==> config.mk <==
export PLATFORM = sky130hd
export DESIGN_NAME = fir_tap_sequencer
export DESIGN_NICKNAME = d
export VERILOG_FILES = /design/src/rtl/fir_tap_seq_pkg.sv /design/src/rtl/fir_tap_seq_ram.sv /design/src/rtl/fir_tap_sequencer.sv
export SDC_FILE = /design/constraint.sdc
export NUM_CORES = 1
export LEC_CHECK = 0
export CAP_MARGIN = 20
export CORE_UTILIZATION = 55
export DETAILED_ROUTE_END_ITERATION = 10
export PLACE_DENSITY_LB_ADDON = 0.08
export SYNTH_ARGS = -nofsm -noshare
export SYNTH_HDL_FRONTEND = slang
export SYNTH_SLANG_ARGS = --single-unit
==> constraint.sdc <==
create_clock -name clk -period 7.6 [get_ports clk]
set_input_delay 1.14 -clock clk [delete_from_list [all_inputs] [get_ports clk]]
set_output_delay 1.14 -clock clk [all_outputs]
set_load 0.1 [all_outputs]
==> src/rtl/fir_tap_seq_pkg.sv <==
// fir_tap_seq_pkg: shared state encoding and sizing helpers for fir_tap_sequencer.
package fir_tap_seq_pkg;
   typedef enum logic [2:0] {S_IDLE, S_DRAIN, S_DISABLE, S_STREAM, S_RUN} state_t;
   localparam int CHECKSUM_W = 32;
   function automatic int tap_count(input int nl, input int ml);
      return 2 ** (nl + ml);
   endfunction
   function automatic int bank_addr_w(input int bl, input int nl, input int ml);
      return bl + nl + ml;
   endfunction
endpackage

==> src/rtl/fir_tap_seq_ram.sv <==
// fir_tap_seq_ram: simple dual-port coefficient store with a 1-cycle synchronous read.
module fir_tap_seq_ram #(
   parameter int AW = 6,
   parameter int DW = 16
) (
   input  logic          clk,
   input  logic          we,
   input  logic [AW-1:0] waddr,
   input  logic [DW-1:0] wdata,
   input  logic [AW-1:0] raddr,
   output logic [DW-1:0] rdata
);
   logic [DW-1:0] mem_q [2**AW];
   always_ff @(posedge clk) begin
      if (we) mem_q[waddr] <= wdata;
      rdata <= mem_q[raddr];
   end
endmodule

==> src/rtl/fir_tap_sequencer.sv <==
// fir_tap_sequencer: banked coefficient store that drains, disables and reprograms a configurable_fir.
// Define FIR_TAP_SEQ_CHECKSUM_EN to add the tap_checksum output.
module fir_tap_sequencer
   import fir_tap_seq_pkg::*;
#(
   parameter int G_NUM_STAGES_LOG2  = 2,
   parameter int G_STAGE_DEPTH_LOG2 = 2,
   parameter int G_TAP_WIDTH        = 16,
   parameter int G_DATA_WIDTH       = 16,
   parameter int G_NUM_BANKS_LOG2   = 2
) (
   input  logic                                          clk,
   input  logic                                          reset,
`ifdef FIR_TAP_SEQ_CHECKSUM_EN
   output logic [CHECKSUM_W-1:0]                         tap_checksum,
`endif
   input  logic [G_NUM_BANKS_LOG2-1:0]                   wr_bank,
   input  logic [G_NUM_STAGES_LOG2+G_STAGE_DEPTH_LOG2-1:0] wr_addr,
   input  logic [G_TAP_WIDTH-1:0]                        wr_data,
   input  logic                                          wr_en,
   output logic                                          wr_err,
   input  logic [G_NUM_BANKS_LOG2-1:0]                   load_bank,
   input  logic                                          load_valid,
   output logic                                          load_ready,
   output logic [G_NUM_BANKS_LOG2-1:0]                   active_bank,
   output logic                                          loaded,
   output logic                                          fir_enable,
   output logic [G_TAP_WIDTH-1:0]                        fir_tap_dout,
   output logic                                          fir_tap_valid,
   input  logic                                          fir_tap_ready,
   input  logic [G_DATA_WIDTH-1:0]                       s_din,
   input  logic                                          s_valid,
   output logic                                          s_ready,
   output logic [G_DATA_WIDTH-1:0]                       fir_din,
   output logic                                          fir_din_valid,
   input  logic                                          fir_din_ready,
   input  logic                                          fir_dout_valid,
   input  logic                                          fir_dout_ready
);
   localparam int TL = G_NUM_STAGES_LOG2 + G_STAGE_DEPTH_LOG2;
   localparam int T  = tap_count(G_NUM_STAGES_LOG2, G_STAGE_DEPTH_LOG2);
   localparam int AW = bank_addr_w(G_NUM_BANKS_LOG2, G_NUM_STAGES_LOG2, G_STAGE_DEPTH_LOG2);
   localparam logic [TL-1:0] LAST = TL'(T - 1);

   state_t                      state_q, state_d;
   logic                        fir_enable_q, fir_enable_d;
   logic                        fir_tap_valid_q, fir_tap_valid_d;
   logic                        loaded_q, loaded_d;
   logic                        wr_err_q, wr_err_d;
   logic                        inflight_q, inflight_d;
   logic                        dis_q, dis_d;
   logic [G_TAP_WIDTH-1:0]      fir_tap_dout_q, fir_tap_dout_d;
   logic [G_NUM_BANKS_LOG2-1:0] bank_q, bank_d;
   logic [G_NUM_BANKS_LOG2-1:0] active_bank_q, active_bank_d;
   logic [TL-1:0]               idx_q, idx_d;
   logic [TL-1:0]               rd_idx;
   logic [G_TAP_WIDTH-1:0]      ram_rdata;
   logic                        load_acc, din_hs, dout_hs, tap_hs, ram_we;

   assign fir_enable    = fir_enable_q;
   assign fir_tap_valid = fir_tap_valid_q;
   assign fir_tap_dout  = fir_tap_dout_q;
   assign loaded        = loaded_q;
   assign wr_err        = wr_err_q;
   assign active_bank   = active_bank_q;

   fir_tap_seq_ram #(.AW(AW), .DW(G_TAP_WIDTH)) u_ram (
      .clk   (clk),
      .we    (ram_we),
      .waddr ({wr_bank, wr_addr}),
      .wdata (wr_data),
      .raddr ({bank_q, rd_idx}),
      .rdata (ram_rdata)
   );

   always_comb begin
      state_d         = state_q;
      fir_enable_d    = fir_enable_q;
      fir_tap_valid_d = fir_tap_valid_q;
      fir_tap_dout_d  = fir_tap_dout_q;
      loaded_d        = loaded_q;
      bank_d          = bank_q;
      active_bank_d   = active_bank_q;
      idx_d           = idx_q;
      dis_d           = dis_q;
      load_ready      = state_q == S_IDLE || state_q == S_RUN;
      load_acc        = load_valid && load_ready;
      fir_din         = s_din;
      fir_din_valid   = state_q == S_RUN ? s_valid : 1'b0;
      s_ready         = state_q == S_RUN ? fir_din_ready : 1'b0;
      din_hs          = fir_din_valid && fir_din_ready;
      dout_hs         = fir_dout_valid && fir_dout_ready;
      tap_hs          = fir_tap_valid_q && fir_tap_ready;
      wr_err_d        = wr_en && !load_ready && wr_bank == bank_q;
      ram_we          = wr_en && !wr_err_d;
      inflight_d      = din_hs ? 1'b1 : dout_hs ? 1'b0 : inflight_q;
      // Read address runs one tap ahead of the presented tap, two when it is consumed this cycle.
      rd_idx          = state_q == S_STREAM ? idx_q + (tap_hs ? TL'(2) : TL'(1)) : TL'(dis_q);
      case (state_q)
         S_IDLE, S_RUN: if (load_acc) begin
            bank_d   = load_bank;
            loaded_d = 1'b0;
            state_d  = S_DRAIN;
         end
         S_DRAIN: begin
            dis_d = 1'b0;
            if (!inflight_q) begin
               fir_enable_d = 1'b0;
               state_d      = S_DISABLE;
            end
         end
         S_DISABLE: begin
            dis_d = 1'b1;
            if (dis_q) begin
               fir_enable_d    = 1'b1;
               fir_tap_valid_d = 1'b1;
               fir_tap_dout_d  = ram_rdata;
               idx_d           = '0;
               state_d         = S_STREAM;
            end
         end
         S_STREAM: if (tap_hs) begin
            idx_d          = idx_q + TL'(1);
            fir_tap_dout_d = ram_rdata;
            if (idx_q == LAST) begin
               fir_tap_valid_d = 1'b0;
               active_bank_d   = bank_q;
               loaded_d        = 1'b1;
               state_d         = S_RUN;
            end
         end
         default: state_d = S_IDLE;
      endcase
   end

   always_ff @(posedge clk) begin
      if (reset) begin
         state_q         <= S_IDLE;
         fir_enable_q    <= 1'b0;
         fir_tap_valid_q <= 1'b0;
         fir_tap_dout_q  <= '0;
         loaded_q        <= 1'b0;
         wr_err_q        <= 1'b0;
         inflight_q      <= 1'b0;
         dis_q           <= 1'b0;
         bank_q          <= '0;
         active_bank_q   <= '0;
         idx_q           <= '0;
      end else begin
         state_q         <= state_d;
         fir_enable_q    <= fir_enable_d;
         fir_tap_valid_q <= fir_tap_valid_d;
         fir_tap_dout_q  <= fir_tap_dout_d;
         loaded_q        <= loaded_d;
         wr_err_q        <= wr_err_d;
         inflight_q      <= inflight_d;
         dis_q           <= dis_d;
         bank_q          <= bank_d;
         active_bank_q   <= active_bank_d;
         idx_q           <= idx_d;
      end
   end

`ifdef FIR_TAP_SEQ_CHECKSUM_EN
   logic [CHECKSUM_W-1:0] sum_q, sum_d;
   always_comb begin
      sum_d = (state_q == S_DRAIN && !inflight_q) ? '0
            : tap_hs ? sum_q + CHECKSUM_W'($signed(fir_tap_dout_q)) : sum_q;
   end
   always_ff @(posedge clk) begin
      if (reset) sum_q <= '0;
      else sum_q <= sum_d;
   end
   assign tap_checksum = sum_q;
`endif
endmodule

* Word level (Yosys, flattened, before mapping) *
Memory sizes are Yosys's and may differ from the RTL's. A register that Yosys moved wholly into a read port is not among the register bits.
Index checks and enable logic that the tools add are counted.

word-level totals
  register bits = 33
  memory bits (writable) = 1,024
  bits of input ports = 49
  memories = 1

memories
  memory       depth  width  rd ports  clocked after Yosys merged registers in  write ports  RTL line               source
  u_ram.mem_q  64     16     1         1                                        1            fir_tap_seq_ram.sv:13  logic [DW-1:0] mem_q [2**AW];

cells by class
  add/subtract/negate cells = 2
  equal/unequal tests = 11
  muxes and demuxes = 31
  reduce and logical (&&, ||, !) cells = 23

operator list
  operator               number
  $mux W16               2
  $pmux W16 S2           1
  $mux W3                5
  $mux W1                13
  $mux W4                3
  $pmux W3 S4            1
  $reduce_and A3 Y1      3
  $ne A2 B2 Y1 const B   4
  $pmux W1 S2            4
  $pmux W4 S2            1
  $reduce_and A4 Y1      2
  $reduce_bool A2 Y1     4
  $logic_and A1 B1 Y1    7
  $eq A3 B2 Y1 const B   2
  $reduce_and A5 Y1      1
  $add A4 B1 Y4 const B  1
  $add A4 B2 Y4          1
  $eq A4 B4 Y1 const B   1
  $eq A3 B1 Y1 const B   1
  $eq A3 B3 Y1 const B   1
  $logic_not A3 Y1       1
  $eq A2 B2 Y1           1
  $logic_not A1 Y1       2
  $mux W2                1
  other kinds (4)        4

* Logic depth before layout (Yosys ltp) *
  depth after elaboration = 9
  gate-level depth with buffers = 14
  mapped depth without buffers = 9

* Cells and area by module *
Synthesis repeated with hierarchy kept, for this count alone.

unflattened totals
  cell total of the unflattened synthesis = 2,029
  area total of the unflattened synthesis = 41,913.9 um^2

modules (own cells, without submodules)
  module             times used  cells each  area each (um^2)  sequential area each (um^2)
  fir_tap_seq_ram    1           1,829       40,042.2          31,069.8
  fir_tap_sequencer  1           200         1,871.8           660.6

* Worst setup path before layout *
Ideal clock, no wire load.

  kind = input -> register
  start = input fir_tap_ready
  end = register u_ram.rdata[4], read port of u_ram.mem_q
  setup time = 134 ps
  arrival = 4,080 ps
  required time = 7,466 ps
  path slack = 3,386 ps
  stages = 14
  buffers on the path = 5
  cells stage by stage = nand2_1 -> ha_1 -> fa_1 -> buf_2 -> or3b_1 -> buf_2 -> or2_1 -> buf_2 -> buf_6 -> buf_2 -> o22ai_1 -> o22ai_1 -> a22o_1 -> or4_1

on the way
  longest elaborated chain between the ends = 4

RTL lines
  item                 RTL line                 source
  from (decl)          fir_tap_sequencer.sv:30  input logic fir_tap_ready,
  $logic_and A1 B1 Y1  fir_tap_sequencer.sv:93  tap_hs = fir_tap_valid_q && fir_tap_ready;
  $mux W2              fir_tap_sequencer.sv:98  rd_idx = state_q == S_STREAM ? idx_q + (tap_hs ? TL'(2) : TL'(1)) : TL'(dis_q);
  $add A4 B2 Y4        fir_tap_sequencer.sv:98
  $mux W4              fir_tap_sequencer.sv:98
  to (decl)            fir_tap_seq_ram.sv:11    output logic [DW-1:0] rdata

No other way between the ends.
A chain may end at the register's enable or synchronous reset.

* Worst setup path in the final report *
  start = input fir_tap_ready
  end = register u_ram.rdata[9], read port of u_ram.mem_q

The elaborated chain is that of the path after synthesis.

==> impl_metrics.py <==
metrics = {
    "sta": {
        "clock.fmax_mhz": 192,
        "clock_skew_ns": 0.0223,
        "hold_viol": 0,
        "tightest_slew_ns": 1.14,
        "finalCritPeriodShare": 0.686,
        "drv_slew": 0,
        "fin_tns_setup_ns": 0,
        "min_period_ns": 5.21,
        "rsz0062_at_grt": "no",
        "finalSetupViolCount": 0,
        "slew_headroom": 0.239,
        "setup_slack_ns": 2.39,
    },
    "clocking": {
        "post-cts-setup-buffers": 0,
        "cts_tree": "done",
        "clk_latency_ns": 0.67,
        "cts-htree-levels": 3,
        "cts_max_path_buffers": 3,
        "cts_hold_buf": 0,
        "clk_pin_slew_ns": 0.06,
        "cts-buffers-inserted": 109,
        "cts_resized": 0,
        "clkSinkCount": 1073,
        "root_buffer": "clkbuf_16",
    },
    "global_route": {
        "grt.total_usage": 0.326,
        "grt_max_degree": 99,
        "grt_pass1_wl_um": 184000,
        "antenna_found_initial": 5,
        "grt-ovfl-total": 0,
        "grt_pass1_vias": 25800,
    },
    "cells_and_area": {
        "final_area_sq_um": 48400,
        "final_cell_mix": "edfxtp_1, o22ai_1, o21ai_0",
        "nNetsFinal": 2892,
        "syn_to_final_growth_pct": 12.4,
        "layout-drive-gt1-share": 0.157,
        "stdcell_count": 3971,
        "final_common_cell": "edfxtp_1",
    },
    "place": {
        "gp_congestion": 0.871,
        "dp_hpwl_um": 72900,
        "pre_cts_ws_ns": 1.82,
        "post-place-cells": 3765,
        "place.port_buffers": 57,
        "place_area_sq_um": 44800,
    },
    "floorplanning": {
        "start_util": 0.556,
        "core_area_sq_um": 77500,
        "die_w_um": 282,
        "die_h_um": 282,
        "row_count": 102,
        "io_pins": 90,
        "die_area_sq_um": 79500,
    },
    "logic_synthesis": {
        "synth_area_sq_um": 43100,
        "synth_fa_ha_area_frac": 0.00134,
        "syn_nets": 2851,
        "synth_edf_count": 1024,
        "synth_ff_type": "edfxtp_1",
        "async_reset_ff_frac": 0,
        "ys_seq_elements": 1073,
        "synth_compound_area_frac": 0.146,
        "ys_types": 53,
        "avgSynthCellArea_sq_um": 15.4,
        "yosys.area_share.simple": 0.0488,
        "yosysWarnings": 0,
        "synthMuxAreaShare": 0.0411,
        "synth_seq_area_share": 0.736,
        "syn_inst": 2798,
        "synth_top_family_by_area": "compound AO/OA/AOI/OAI gates",
        "synth_xor_area_frac": 0.00122,
    },
    "setup_path": {
        "worstPathRequired_ns": 8.13,
        "rrSetupSlack_ns": 2.97,
        "startpoint_type": "input port",
        "crit_type": "input port to flop",
        "worstPathMaxFanout": 72,
        "arrival_ns": 5.74,
        "worstSetupEndpointType": "flop",
    },
    "worst_hold_path": {
        "min_path_type": "flop to flop",
    },
    "pwr": {
        "ir_worst_vdd_mv": 0.221,
        "leakage_nw": 15.1,
        "p_per_area_nw_per_um2": 286,
        "totalPowerFinal_mw": 13.9,
    },
    "drt": {
        "wire_per_inst_um": 32.7,
        "ant_nets": 0,
        "drc": 0,
        "wl_um": 130000,
        "viasPerCell": 6.91,
        "vias": 27500,
        "drtIter0Drc": 4074,
        "dr.pass1.iters": 6,
    },
    "outcome": {
        "status": "finished clean",
    },
    "flow_run": {
        "drv_cap": 0,
    },
}
==> cells by family after synthesis <==
logic type | Yosys count
flops | 1073
buf+inv | 252
fa+ha+maj | 4
mux | 165
simple gates | 397
xor+xnor | 6
compound gates | 901
==> per-stage QoR <==
step | hold slack [ns] | utilization
2_1_floorplan | 0.417 | -
3_3_place_gp | 0.447 | 0.578
3_5_place_dp | 0.451 | 0.578
4_1_cts | 0.463 | 0.624
5_1_grt | 0.478 | 0.625
6_report | 0.460 | 0.625
==> cells in the mapped netlist (all sizes together), types with 31 or more instances <==
cell | count | share of area
edfxtp | 1024 | 0.71
o22ai | 308 | 0.045
clkbuf | 164 | 0.014
o21ai | 163 | 0.019
nor2b | 100 | 0.015
a211oi | 98 | 0.017
mux2 | 95 | 0.025
buf | 84 | 0.010
nor2 | 81 | 0.0071
mux2i | 70 | 0.016
nor3 | 69 | 0.0080
o221ai | 67 | 0.014
o221a | 65 | 0.017
a21oi | 62 | 0.0072
a211o | 61 | 0.012
nand2 | 51 | 0.0044
dfxtp | 49 | 0.023
nor4 | 34 | 0.0049
a2bb2oi | 32 | 0.0065
a22o | 31 | 0.0063
==> state kept, by name, indices dropped and copies added (netlist names), 2 cells and up <==
register,flops
active_bank,2
fir_tap_dout,16
idx_q,4
u_ram.mem_q,1024
state_q,3
u_ram.rdata,16
bank_q,2
==> final timing paths <==
kind | startpoint | endpoint | cells after the start
min | fir_tap_dout[4]$_SDFFE_PP0P_ | fir_tap_dout[4]$_SDFFE_PP0P_ | 2
max | fir_tap_ready | u_ram.rdata[9]$_DFF_P_ | 11
min reg2reg | fir_tap_dout[4]$_SDFFE_PP0P_ | fir_tap_dout[4]$_SDFFE_PP0P_ | 2
max reg2reg | fir_tap_valid$_SDFFE_PP0P_ | u_ram.rdata[9]$_DFF_P_ | 10
==> per-layer routing <==
layer / global-route usage / vias up / share of wire
li1: - / 11500 / -
met3: 0.0697 / 212 / 0.11
met2: 0.498 / 1730 / 0.46
met1: 0.470 / 14000 / 0.40
met5: 0 / - / 0.000085
met4: 0.104 / 2 / 0.031
==> worst max-delay path: stages <==
cell	delay [ns]
clkdlybuf4s50_1	0.46
nand2_1	0.12
ha_4	0.20
fa_1	0.60
or3b_2	0.67
or2_4	0.55
buf_4	0.51
o22ai_1	0.31
o22ai_1	0.17
a22o_1	0.37
or4_1	0.55
==> report_power, final <==
group	leakage, nW	total (mW)	internal (mW)	switching [mW]
clock	1.73	5.36	3.15	2.21
sequential	9.61	6.66	6.56	0.102
combinational	3.78	1.84	0.587	1.25
==> area by class of cell <==
class / instances / area [sq um]
inverter: 4 / 15.0
tap: 1040 / 1300
multi-input combinational: 1473 / 10400
fill: 5684 / 29000
clock buffer: 155 / 3090
clock inverter: 46 / 478
timing repair buffer: 178 / 1460
antenna: 2 / 5.00
sequential: 1073 / 31700
Note: power is estimated with default switching activity, not from simulation.
